## src/rtl/mem_link_pkg.sv

```systemverilog
// Shared definitions for the 2-bit serial memory link: header codes,
// the RX start pattern and the receiver/reply state encodings.
package mem_link_pkg;

  typedef enum logic [1:0] {
    TX_HEADER_READ_16  = 2'd0,
    TX_HEADER_WRITE_8  = 2'd1,
    TX_HEADER_WRITE_16 = 2'd2,
    TX_HEADER_ILLEGAL  = 2'd3
  } tx_header_e;

  localparam logic [1:0] RX_START_PATTERN = 2'b01;

  typedef enum logic [1:0] {
    RX_IDLE,
    RX_HEADER,
    RX_PAYLOAD
  } rx_state_e;

  typedef enum logic [1:0] {
    R_IDLE,
    R_WAIT,
    R_START,
    R_DATA
  } reply_state_e;

  function automatic logic is_write(input tx_header_e hdr);
    return (hdr == TX_HEADER_WRITE_8) || (hdr == TX_HEADER_WRITE_16);
  endfunction

endpackage

```

## src/rtl/mem_reply_tx.sv

```systemverilog
// Reply serializer: optional idle delay, one start cycle, then the latched
// reply word shifted out LSB-first, NSHIFT bits per cycle.
module mem_reply_tx
  import mem_link_pkg::*;
#(
  parameter int NSHIFT         = 2,
  parameter int PAYLOAD_CYCLES = 8,
  parameter int REPLY_DELAY    = 1
) (
  input  logic                               clk,
  input  logic                               rst_n,
  input  logic                               start,
  input  logic [NSHIFT*PAYLOAD_CYCLES-1:0]   word,
  output logic [NSHIFT-1:0]                  rx_pins,
  output logic                               idle
);

  localparam int WORD_W = NSHIFT * PAYLOAD_CYCLES;

  reply_state_e        state_reg;
  logic [3:0]          cnt_reg;
  logic [WORD_W-1:0]   word_reg;
  logic [NSHIFT-1:0]   rx_pins_reg;

  // rx_pins_reg is updated on the same edge as the state so the pins
  // always reflect the state being entered.
  always_ff @(posedge clk or negedge rst_n) begin
    if (!rst_n) begin
      state_reg   <= R_IDLE;
      cnt_reg     <= '0;
      word_reg    <= '0;
      rx_pins_reg <= '0;
    end else begin
      case (state_reg)
        R_IDLE: begin
          if (start) begin
            word_reg <= word;
            if (REPLY_DELAY == 0) begin
              state_reg   <= R_START;
              rx_pins_reg <= RX_START_PATTERN;
            end else begin
              state_reg <= R_WAIT;
              cnt_reg   <= 4'(REPLY_DELAY - 1);
            end
          end
        end
        R_WAIT: begin
          if (cnt_reg == 4'd0) begin
            state_reg   <= R_START;
            rx_pins_reg <= RX_START_PATTERN;
          end else begin
            cnt_reg <= cnt_reg - 4'd1;
          end
        end
        R_START: begin
          state_reg   <= R_DATA;
          rx_pins_reg <= word_reg[NSHIFT-1:0];
          word_reg    <= word_reg >> NSHIFT;
          cnt_reg     <= 4'(PAYLOAD_CYCLES - 1);
        end
        R_DATA: begin
          if (cnt_reg == 4'd0) begin
            state_reg   <= R_IDLE;
            rx_pins_reg <= '0;
          end else begin
            rx_pins_reg <= word_reg[NSHIFT-1:0];
            word_reg    <= word_reg >> NSHIFT;
            cnt_reg     <= cnt_reg - 4'd1;
          end
        end
        default: begin
          state_reg   <= R_IDLE;
          rx_pins_reg <= '0;
        end
      endcase
    end
  end

  assign rx_pins = rx_pins_reg;
  assign idle    = (state_reg == R_IDLE);

endmodule

```

## src/rtl/mem_responder.sv

```systemverilog
// Memory-side responder for the serial link: receives TX commands,
// executes them on a small byte RAM and hands read replies to mem_reply_tx.
module mem_responder
  import mem_link_pkg::*;
#(
  parameter int NSHIFT         = 2,
  parameter int PAYLOAD_CYCLES = 8,
  parameter int MEM_ADDR_BITS  = 5,
  parameter int REPLY_DELAY    = 1
) (
  input  logic                     clk,
  input  logic                     rst_n,
  input  logic [NSHIFT-1:0]        tx_pins,
  output logic [NSHIFT-1:0]        rx_pins,
  output logic                     busy,
  output logic                     overrun,
  output logic                     bad_cmd,
  input  logic [MEM_ADDR_BITS-1:0] peek_addr,
  output logic [7:0]               peek_data
);

  localparam int RAM_SIZE = 1 << MEM_ADDR_BITS;
  localparam int CNT_W    = $clog2(PAYLOAD_CYCLES);
  localparam int WORD_W   = NSHIFT * PAYLOAD_CYCLES;

  rx_state_e                  rx_state_reg;
  tx_header_e                 hdr_reg;
  logic [CNT_W-1:0]           cnt_reg;
  logic [WORD_W-NSHIFT-1:0]   shift_reg;
  logic [MEM_ADDR_BITS-1:0]   last_addr_reg;
  logic                       overrun_reg;
  logic                       bad_cmd_reg;
  logic [7:0]                 mem [RAM_SIZE];

  logic                       exec;
  logic [WORD_W-1:0]          payload;
  logic [MEM_ADDR_BITS-1:0]   rd_addr;
  logic [MEM_ADDR_BITS-1:0]   rd_addr_p1;
  logic [MEM_ADDR_BITS-1:0]   last_addr_p1;
  logic                       reply_idle;
  logic                       reply_start;
  logic [WORD_W-1:0]          reply_word;

  // The final payload group is still on the pins when the command executes,
  // so the full word is assembled combinationally from the shifter.
  assign exec         = (rx_state_reg == RX_PAYLOAD) && (cnt_reg == CNT_W'(PAYLOAD_CYCLES - 1));
  assign payload      = {tx_pins, shift_reg};
  assign rd_addr      = payload[MEM_ADDR_BITS-1:0];
  assign rd_addr_p1   = rd_addr + MEM_ADDR_BITS'(1);
  assign last_addr_p1 = last_addr_reg + MEM_ADDR_BITS'(1);
  assign reply_word   = {mem[rd_addr_p1], mem[rd_addr]};
  assign reply_start  = exec && (hdr_reg == TX_HEADER_READ_16) && reply_idle;

  always_ff @(posedge clk or negedge rst_n) begin
    if (!rst_n) begin
      rx_state_reg  <= RX_IDLE;
      hdr_reg       <= TX_HEADER_READ_16;
      cnt_reg       <= '0;
      shift_reg     <= '0;
      last_addr_reg <= '0;
      overrun_reg   <= 1'b0;
      bad_cmd_reg   <= 1'b0;
    end else begin
      case (rx_state_reg)
        RX_IDLE: begin
          if (tx_pins[0]) rx_state_reg <= RX_HEADER;
        end
        RX_HEADER: begin
          hdr_reg      <= tx_header_e'(tx_pins);
          cnt_reg      <= '0;
          rx_state_reg <= RX_PAYLOAD;
        end
        RX_PAYLOAD: begin
          shift_reg <= {tx_pins, shift_reg[WORD_W-NSHIFT-1:NSHIFT]};
          cnt_reg   <= cnt_reg + CNT_W'(1);
          if (exec) begin
            rx_state_reg <= RX_IDLE;
            case (hdr_reg)
              TX_HEADER_READ_16: begin
                last_addr_reg <= rd_addr;
                if (!reply_idle) overrun_reg <= 1'b1;
              end
              TX_HEADER_ILLEGAL: bad_cmd_reg <= 1'b1;
              default: ;
            endcase
          end
        end
        default: rx_state_reg <= RX_IDLE;
      endcase
    end
  end

  always_ff @(posedge clk or negedge rst_n) begin
    if (!rst_n) begin
      for (int i = 0; i < RAM_SIZE; i++) mem[i] <= '0;
    end else if (exec && is_write(hdr_reg)) begin
      mem[last_addr_reg] <= payload[7:0];
      if (hdr_reg == TX_HEADER_WRITE_16) mem[last_addr_p1] <= payload[15:8];
    end
  end

  mem_reply_tx #(
    .NSHIFT         (NSHIFT),
    .PAYLOAD_CYCLES (PAYLOAD_CYCLES),
    .REPLY_DELAY    (REPLY_DELAY)
  ) u_reply_tx (
    .clk     (clk),
    .rst_n   (rst_n),
    .start   (reply_start),
    .word    (reply_word),
    .rx_pins (rx_pins),
    .idle    (reply_idle)
  );

  assign busy      = (rx_state_reg != RX_IDLE) || !reply_idle;
  assign overrun   = overrun_reg;
  assign bad_cmd   = bad_cmd_reg;
  assign peek_data = mem[peek_addr];

endmodule

```

## config.mk

```make
export PLATFORM = sky130hd
export DESIGN_NAME = mem_responder
export DESIGN_NICKNAME = d
export VERILOG_FILES = /design/src/rtl/mem_link_pkg.sv /design/src/rtl/mem_reply_tx.sv /design/src/rtl/mem_responder.sv
export SDC_FILE = /design/constraint.sdc
export NUM_CORES = 1
export LEC_CHECK = 0
export CAP_MARGIN = 20
export CORE_AREA = 5 5 216 218
export CTS_BUF_LIST = sky130_fd_sc_hd__clkbuf_4
export DETAILED_ROUTE_END_ITERATION = 16
export DIE_AREA = 0 0 221 223
export HOLD_SLACK_MARGIN = 0.08
export RECOVER_POWER = 25
export SETUP_SLACK_MARGIN = 0.4
export SLEW_MARGIN = 40
export SYNTH_ARGS = -nofsm -noshare
export SYNTH_HDL_FRONTEND = slang
export SYNTH_SLANG_ARGS = --single-unit
```

## constraint.sdc

```tcl
create_clock -name clk -period 5.6 [get_ports clk]
set_input_delay 1.12 -clock clk [delete_from_list [all_inputs] [get_ports clk]]
set_output_delay 1.12 -clock clk [all_outputs]
set_load 0.02 [all_outputs]
```

==> Flow_metrics.wiki, run 1 <==
{| class="wikitable"
! Metric !! Value
|-
| Violated checks || max-capacitance violations, max-slew violations
|-
| Required arrival time at the worst endpoint || between 4 and 5 ns
|-
| Critical path startpoint category || input pin
|-
| Met1 routed wirelength after detailed routing || 31.8 mm
|-
| Initial antenna violation count || 4
|-
| Achievable frequency || 207 MHz
|-
| Final Hold Violating Endpoints || 0
|-
| Total number of vias || 18200
|-
| Worst flop-to-flop path startpoint || rx_state_reg[0]
|-
| WL final || 84.8 mm
|-
| Synthesized Nets || 1852
|-
| Core footprint || 0.0447 sq mm
|-
| Period utilisation layout || 86.2%
|-
| Routed met3 length || 11.2 mm
|-
| Highest fanout seen on the critical path || 24
|-
| Number of vias per cell after detailed routing || 7.43
|-
| Largest clock skew in the final design || 0.0629 ns
|-
| Final routed DRC violation total || 0
|-
| Sequential cell area fraction in the yosys report || between 30% and 40%
|-
| Quantity of gates resized following cts || 0
|-
| WL/cell || 34.6 um
|-
| Sum of met2 wire segment lengths after detailed routing || about 37 mm
|-
| Number of I/O pins || 22
|-
| Outcome || finished with violations
|-
| Number of sinks handled by clock tree synthesis || 308
|-
| Maximum level of the CTS H-tree || 3
|-
| Unrepaired setup endpoints after global routing || no
|-
| Initial standard-cell utilization of the core || between 40% and 50%
|-
| Summed instance area of the synthesized netlist || 0.0202 sq mm
|-
| Highest-count cells in the layout ignoring fill and taps || dfrtp_1, o22ai_1, mux4_2, a2bb2oi_1, clkbuf_4
|-
| Setup-violating endpoint count in the final report || 0
|-
| Static leakage || ~0.0086 uW
|-
| Synthesized-area fraction occupied by xor and xnor cells || less than 1%
|-
| Instance count of the mapped netlist || approximately 1800
|-
| Largest net degree at the start of global routing || 125
|-
| TritonCTS buffer count || 85
|-
| Die width || 221 um
|-
| Maximum resistive drop on vdd || 0.396 mV
|-
| R2R Setup Slk || 2.10 ns
|-
| Worst slew margin relative to its limit || -88.5%
|-
| TritonRoute pass-1 iters || 6
|-
| Synth Area in Adders || 1.05%
|-
| Topmost layer with routed signal wires || met4
|-
| Simple-gate share of the synthesized area || 7.95%
|-
| Clock period minus worst slack || 4.83 ns
|-
| Number of different library cells in the post-synthesis netlist || between 50 and 60
|-
| Hold Path Class || input pin to asynchronous set/reset pin
|-
| Dominant combinational cell family by area after synthesis || multiplexers
|-
| Antenna-violating nets left || 0
|-
| Post-layout worst setup margin || 0.773 ns
|-
| Clock buffer depth || 3
|-
| Synthesized area divided by synthesized cell count || 11.1 sq um
|-
| Post-synth top flop || dfrtp_1
|-
| Worst reg-to-reg path cell count || 7
|-
| Least-Margin Pin Slew || 2.83 ns
|-
| Type of the worst setup path || input pin to output port
|-
| Area enclosed by the die boundary || 0.0493 sq mm
|-
| Clock transition time at the flip-flop clock pins of the worst setup and hold paths || 0.06 ns
|-
| Nets || between 1500 and 2000
|-
| Area fraction in compound gates after synthesis || roughly 23%
|-
| Clk Latency, worst-skew pair || 0.87 ns
|-
| MaxCap Viol Count || 3
|-
| Most common library cell in the layout ignoring fill and taps || dfrtp_1
|-
| Post-synth EDFFs || 0
|-
| P per Cell Area || ~400 mW/mm^2
|-
| Vias in the first global route || 17400
|-
| Post-Place Worst Slack || 0.765 ns
|-
| Hold-fix buffers at CTS || 0
|-
| FF-to-FF End || mem[210]
|-
| Congestion Overflow GR || 0
|-
| Post-CTS Repair Setup Buffers || 0
|-
| Setup TNS || 0 ns
|-
| DIE HEIGHT || 223 um
|-
| Clock tree from TritonCTS || yes
|-
| Root buf cell || clkbuf_4
|-
| Overall routing resource usage || roughly 33%
|-
| Number of pins with negative max-slew slack in the final report || between 200 and 300
|-
| Wire length of the first global-routing pass || 123 mm
|-
| Port buffer count || 21
|-
| CP Data Arrival Time || 3.71 ns
|-
| Final weighted congestion of routability-driven global placement || about 1.1
|-
| Share of synthesized registers carrying an async set or reset || 100%
|-
| Multiplexer area fraction after synthesis || 24.9%
|-
| Flops & latches, synth || 308
|-
| Kind of end point of the critical path || output port
|-
| Max reg flops || 256
|-
| Iteration-0 DRC Markers || ~3000
|-
| HPWL after DPL || 58.9 mm
|-
| Total number of placement rows || 78
|-
| Number of warning messages in the yosys log || 0
|-
| Area growth from synthesis to layout || 8.54%
|-
| Share of cells above drive strength 1 || 24.6%
|}
-- power by group --
part	internal, uW	switching [uW]	leakage (uW)	total [uW]
clock	1110	1020	0.000666	2140
sequential	2390	371	0.00414	2760
combinational	1280	2460	0.00382	3730
total	4790	3850	0.00863	8640
-- area by class of cell --
cell class / count / area [sq um]
antenna: 5 / 12.5
clock buffer: 132 / 991
clock inverter: 21 / 114
fill: 4113 / 22800
inverter: 17 / 63.8
multi-input combinational: 1301 / 11600
sequential: 308 / 7720
tap: 600 / 751
timing repair buffer: 66 / 621
-- cell usage after synthesis, drive strengths merged, types with 2 or more instances --
| master | number | area share (%) |
|---|---|---|
| a2111oi | 8 | 0.35 |
| a21o | 2 | 0.074 |
| a21oi | 95 | 2.7 |
| a221oi | 9 | 0.39 |
| a22oi | 32 | 1.2 |
| a2bb2oi | 169 | 7.3 |
| a311oi | 9 | 0.39 |
| a31o | 3 | 0.13 |
| a31oi | 10 | 0.31 |
| and2 | 18 | 0.56 |
| and3 | 8 | 0.25 |
| and3b | 5 | 0.22 |
| buf | 80 | 2.0 |
| clkbuf | 120 | 2.2 |
| dfrtp | 308 | 38 |
| ha | 17 | 1.1 |
| inv | 17 | 0.32 |
| mux2 | 35 | 2.0 |
| mux2i | 49 | 2.4 |
| mux4 | 184 | 21 |
| nand2 | 133 | 2.5 |
| nand2b | 2 | 0.062 |
| nand3 | 26 | 0.67 |
| nand3b | 2 | 0.074 |
| nor2 | 123 | 2.3 |
| nor2b | 16 | 0.50 |
| nor3 | 11 | 0.30 |
| nor3b | 5 | 0.24 |
| o211ai | 2 | 0.074 |
| o21ai | 27 | 0.67 |
| o221ai | 14 | 0.61 |
| o22ai | 235 | 7.3 |
| o2bb2ai | 33 | 1.4 |
| o311ai | 4 | 0.17 |
| or2 | 2 | 0.062 |
| or3 | 2 | 0.062 |
| xnor2 | 2 | 0.087 |
-- stage by stage --
step	total power [uW]	utilization (%)	hold WS, ns	instance area, sq um	instances
floorplan	5140	-	0.450	20200	1826
global placement	6360	46.4	0.458	20700	2289
detailed placement	6420	46.6	0.461	20800	2291
CTS	8560	49.0	0.250	21900	2444
global route	8970	49.0	0.297	21900	2449
finish	8640	49.0	0.274	21900	2450
-- worst max path at each step --
stage,startpoint,endpoint,depth (start not counted)
2_1_floorplan,peek_addr[1],peek_data[0],5
3_3_place_gp,peek_addr[0],peek_data[3],6
3_5_place_dp,peek_addr[0],peek_data[3],6
4_1_cts,peek_addr[0],peek_data[3],6
5_1_grt,peek_addr[0],peek_data[7],6
6_report,peek_addr[0],peek_data[3],6
-- worst max-delay path, cell delays in order --
cell,delay [ns]
buf_4,0.39
buf_4,0.28
mux4_2,0.53
mux4_2,0.52
mux2_2,0.31
clkdlybuf4s50_1,0.55
-- metal layers --
layer | track usage, % | up-vias
met5 | 0 | -
met4 | 16.0 | 0
met3 | 11.1 | 273
met2 | 49.7 | 1444
met1 | 44.6 | 9181
li1 | - | 7307
-- kinds of logic (layout without fill, tap and decap cells) --
| logic type | after synthesis | after routing |
|---|---|---|
| compound gates | 656 | 656 |
| fa+ha+maj | 17 | 17 |
| buf+inv | 217 | 236 |
| flops | 308 | 308 |
| xor+xnor | 3 | 3 |
| other cells | 0 | 5 |
| mux | 268 | 268 |
| simple gates | 357 | 357 |
No activity file was read; power rests on OpenSTA's default activity.
==> run 2: changes to the inputs <==
- CORE_AREA: 5 5 216 218 -> 5 5 247 249
- DIE_AREA: 0 0 221 223 -> 0 0 252 254
- HOLD_SLACK_MARGIN: 0.08 -> 0.05
==> Flow_metrics.wiki, run 2 (synthesized netlist as in run 1, its figures left out) <==
{| class="wikitable"
! Metric !! Value
|-
| Outcome || finished with violations
|-
| Violated checks || max-capacitance violations, max-slew violations
|-
| Kind of end point of the critical path || output port
|-
| WL/cell || 31.2 um
|-
| Max reg flops || between 200 and 300
|-
| Area growth from synthesis to layout || 9.45%
|-
| Clk Latency, worst-skew pair || 0.86 ns
|-
| Largest clock skew in the final design || 0.0474 ns
|-
| Root buf cell || clkbuf_4
|-
| Overall routing resource usage || 24.9%
|-
| Wire length of the first global-routing pass || 120 mm
|-
| Number of cells in the design after placement || between 2000 and 2500
|-
| Clock buffer depth || 3
|-
| Multi-input logic area || 0.0116 sq mm
|-
| Total number of vias || 18200
|-
| Initial antenna violation count || 3
|-
| Number of pins with negative max-slew slack in the final report || 210
|-
| Filler cell count || approximately 5700
|-
| Worst slew margin relative to its limit || -88.7%
|-
| DIE HEIGHT || roughly 250 um
|-
| Nets || 1803
|-
| P per Cell Area || ~400 mW/mm^2
|-
| Port buffer count || 21
|-
| Most common library cell in the layout ignoring fill and taps || dfrtp_1
|-
| Achievable frequency || 205 MHz
|-
| CP Data Arrival Time || 3.76 ns
|-
| TritonRoute pass-1 iters || 6
|-
| Hold-fix buffers at CTS || 0
|-
| Clock transition time at the flip-flop clock pins of the worst setup and hold paths || roughly 0.06 ns
|-
| Congestion Overflow GR || 0
|-
| Least-Margin Pin Slew || approximately 2.8 ns
|-
| Final Hold Violating Endpoints || 0
|-
| Maximum level of the CTS H-tree || 3
|-
| Area used by sequential logic in the layout || 0.00774 sq mm
|-
| Iteration-0 DRC Markers || 2919
|-
| Initial standard-cell utilization of the core || 34.5%
|-
| Clock period minus worst slack || 4.88 ns
|-
| Critical path startpoint category || input pin
|-
| HPWL after DPL || 54.8 mm
|-
| Unrepaired setup endpoints after global routing || no
|-
| Clock tree from TritonCTS || yes
|-
| Period utilisation layout || 87.2%
|-
| MaxCap Viol Count || 3
|-
| Largest net degree at the start of global routing || 109
|-
| Share of cells above drive strength 1 || 24.5%
|-
| Setup-violating endpoint count in the final report || 0
|-
| Required arrival time at the worst endpoint || 4.48 ns
|-
| Vias in the first global route || 17600
|-
| Number of sinks handled by clock tree synthesis || between 300 and 400
|-
| Die width || approximately 250 um
|-
| Core footprint || 0.0585 sq mm
|-
| Count of placed standard cells in the final layout, fillers left out || approximately 2600
|-
| Hold Path Class || flip-flop to flip-flop
|-
| Number of vias per cell after detailed routing || 6.95
|-
| Highest fanout seen on the critical path || 28
|-
| Area enclosed by the die boundary || 0.0640 sq mm
|-
| Final weighted congestion of routability-driven global placement || 1.04
|-
| WL final || 81.7 mm
|-
| Number of I/O pins || 22
|-
| TritonCTS buffer count || around 90
|-
| Total number of placement rows || 89
|-
| Type of the worst setup path || input pin to output port
|-
| Highest-count cells in the layout ignoring fill and taps || dfrtp_1, o22ai_1, mux4_2, a2bb2oi_1, nand2_1
|-
| Maximum resistive drop on vdd || 0.353 mV
|-
| Final routed DRC violation total || 0
|-
| Antenna-violating nets left || 0
|-
| Static leakage || 0.00859 uW
|-
| Setup TNS || 0 ns
|-
| Post-CTS Repair Setup Buffers || 0
|-
| Quantity of gates resized following cts || 0
|}
run 2: area by class of cell:
| type | instances | share of cell area (%) |
|---|---|---|
| clock inverter | 27 | 0.781 |
| clock buffer | 126 | 4.28 |
| inverter | 17 | 0.289 |
| tap | 773 | 4.38 |
| timing repair buffer | 61 | 2.52 |
| antenna | 3 | 0.0340 |
| multi-input combinational | 1301 | 52.7 |
| sequential | 308 | 35.0 |
run 2: final timing paths:
| path | startpoint | end | slack [ns] | cells after the start |
|---|---|---|---|---|
| worst max register to register | hdr_reg[0] | mem[95] | 2.16 | 7 |
| worst max-delay path | peek_addr[1] | peek_data[6] | 0.72 | 6 |
| worst min-delay path | u_reply_tx.word_reg[15] | u_reply_tx.word_reg[15] | 0.48 | 2 |
| max in group asynchronous | rst_n | mem[207] | 1.11 | 2 |
| worst min register to register | u_reply_tx.word_reg[15] | u_reply_tx.word_reg[15] | 0.48 | 2 |
| min in group asynchronous | rst_n | mem[122] | 0.80 | 1 |
run 2: worst max-delay path: stages:
cell and delay, ns:
buf_2 0.53, buf_4 0.39, mux4_2 0.34, mux4_2 0.49, mux2_2 0.32, clkdlybuf4s50_1 0.55
run 2: where the power goes:
part,internal [uW],leakage (uW),switching [uW]
Sequential,2410,0.00413,722
Clock,1120,0.000653,1030
Combinational,1250,0.00380,2130
run 2: through the flow:
| stage | utilization [%] | instance area, sq um | worst slack [ns] | power (uW) | hold WS (ns) |
|---|---|---|---|---|---|
| 4_1_cts | 37.8 | 22100 | 0.743 | 8560 | 0.318 |
| 3_3_place_gp | 35.8 | 20900 | 0.814 | 6320 | 0.473 |
| 3_5_place_dp | 35.9 | 21000 | 0.747 | 6400 | 0.472 |
| 5_1_grt | 37.8 | 22100 | 0.384 | 9010 | 0.503 |
| 2_1_floorplan | - | 20200 | 1.54 | 5140 | 0.450 |
| 6_report | 37.8 | 22100 | 0.719 | 8670 | 0.484 |
run 2: layer usage:
metal | wire [um] | global-route usage [%]
met3 | 10500 | 7.04
met5 | 13 | 0
met4 | 4890 | 13.8
met1 | 30900 | 33.7
met2 | 35300 | 36.2
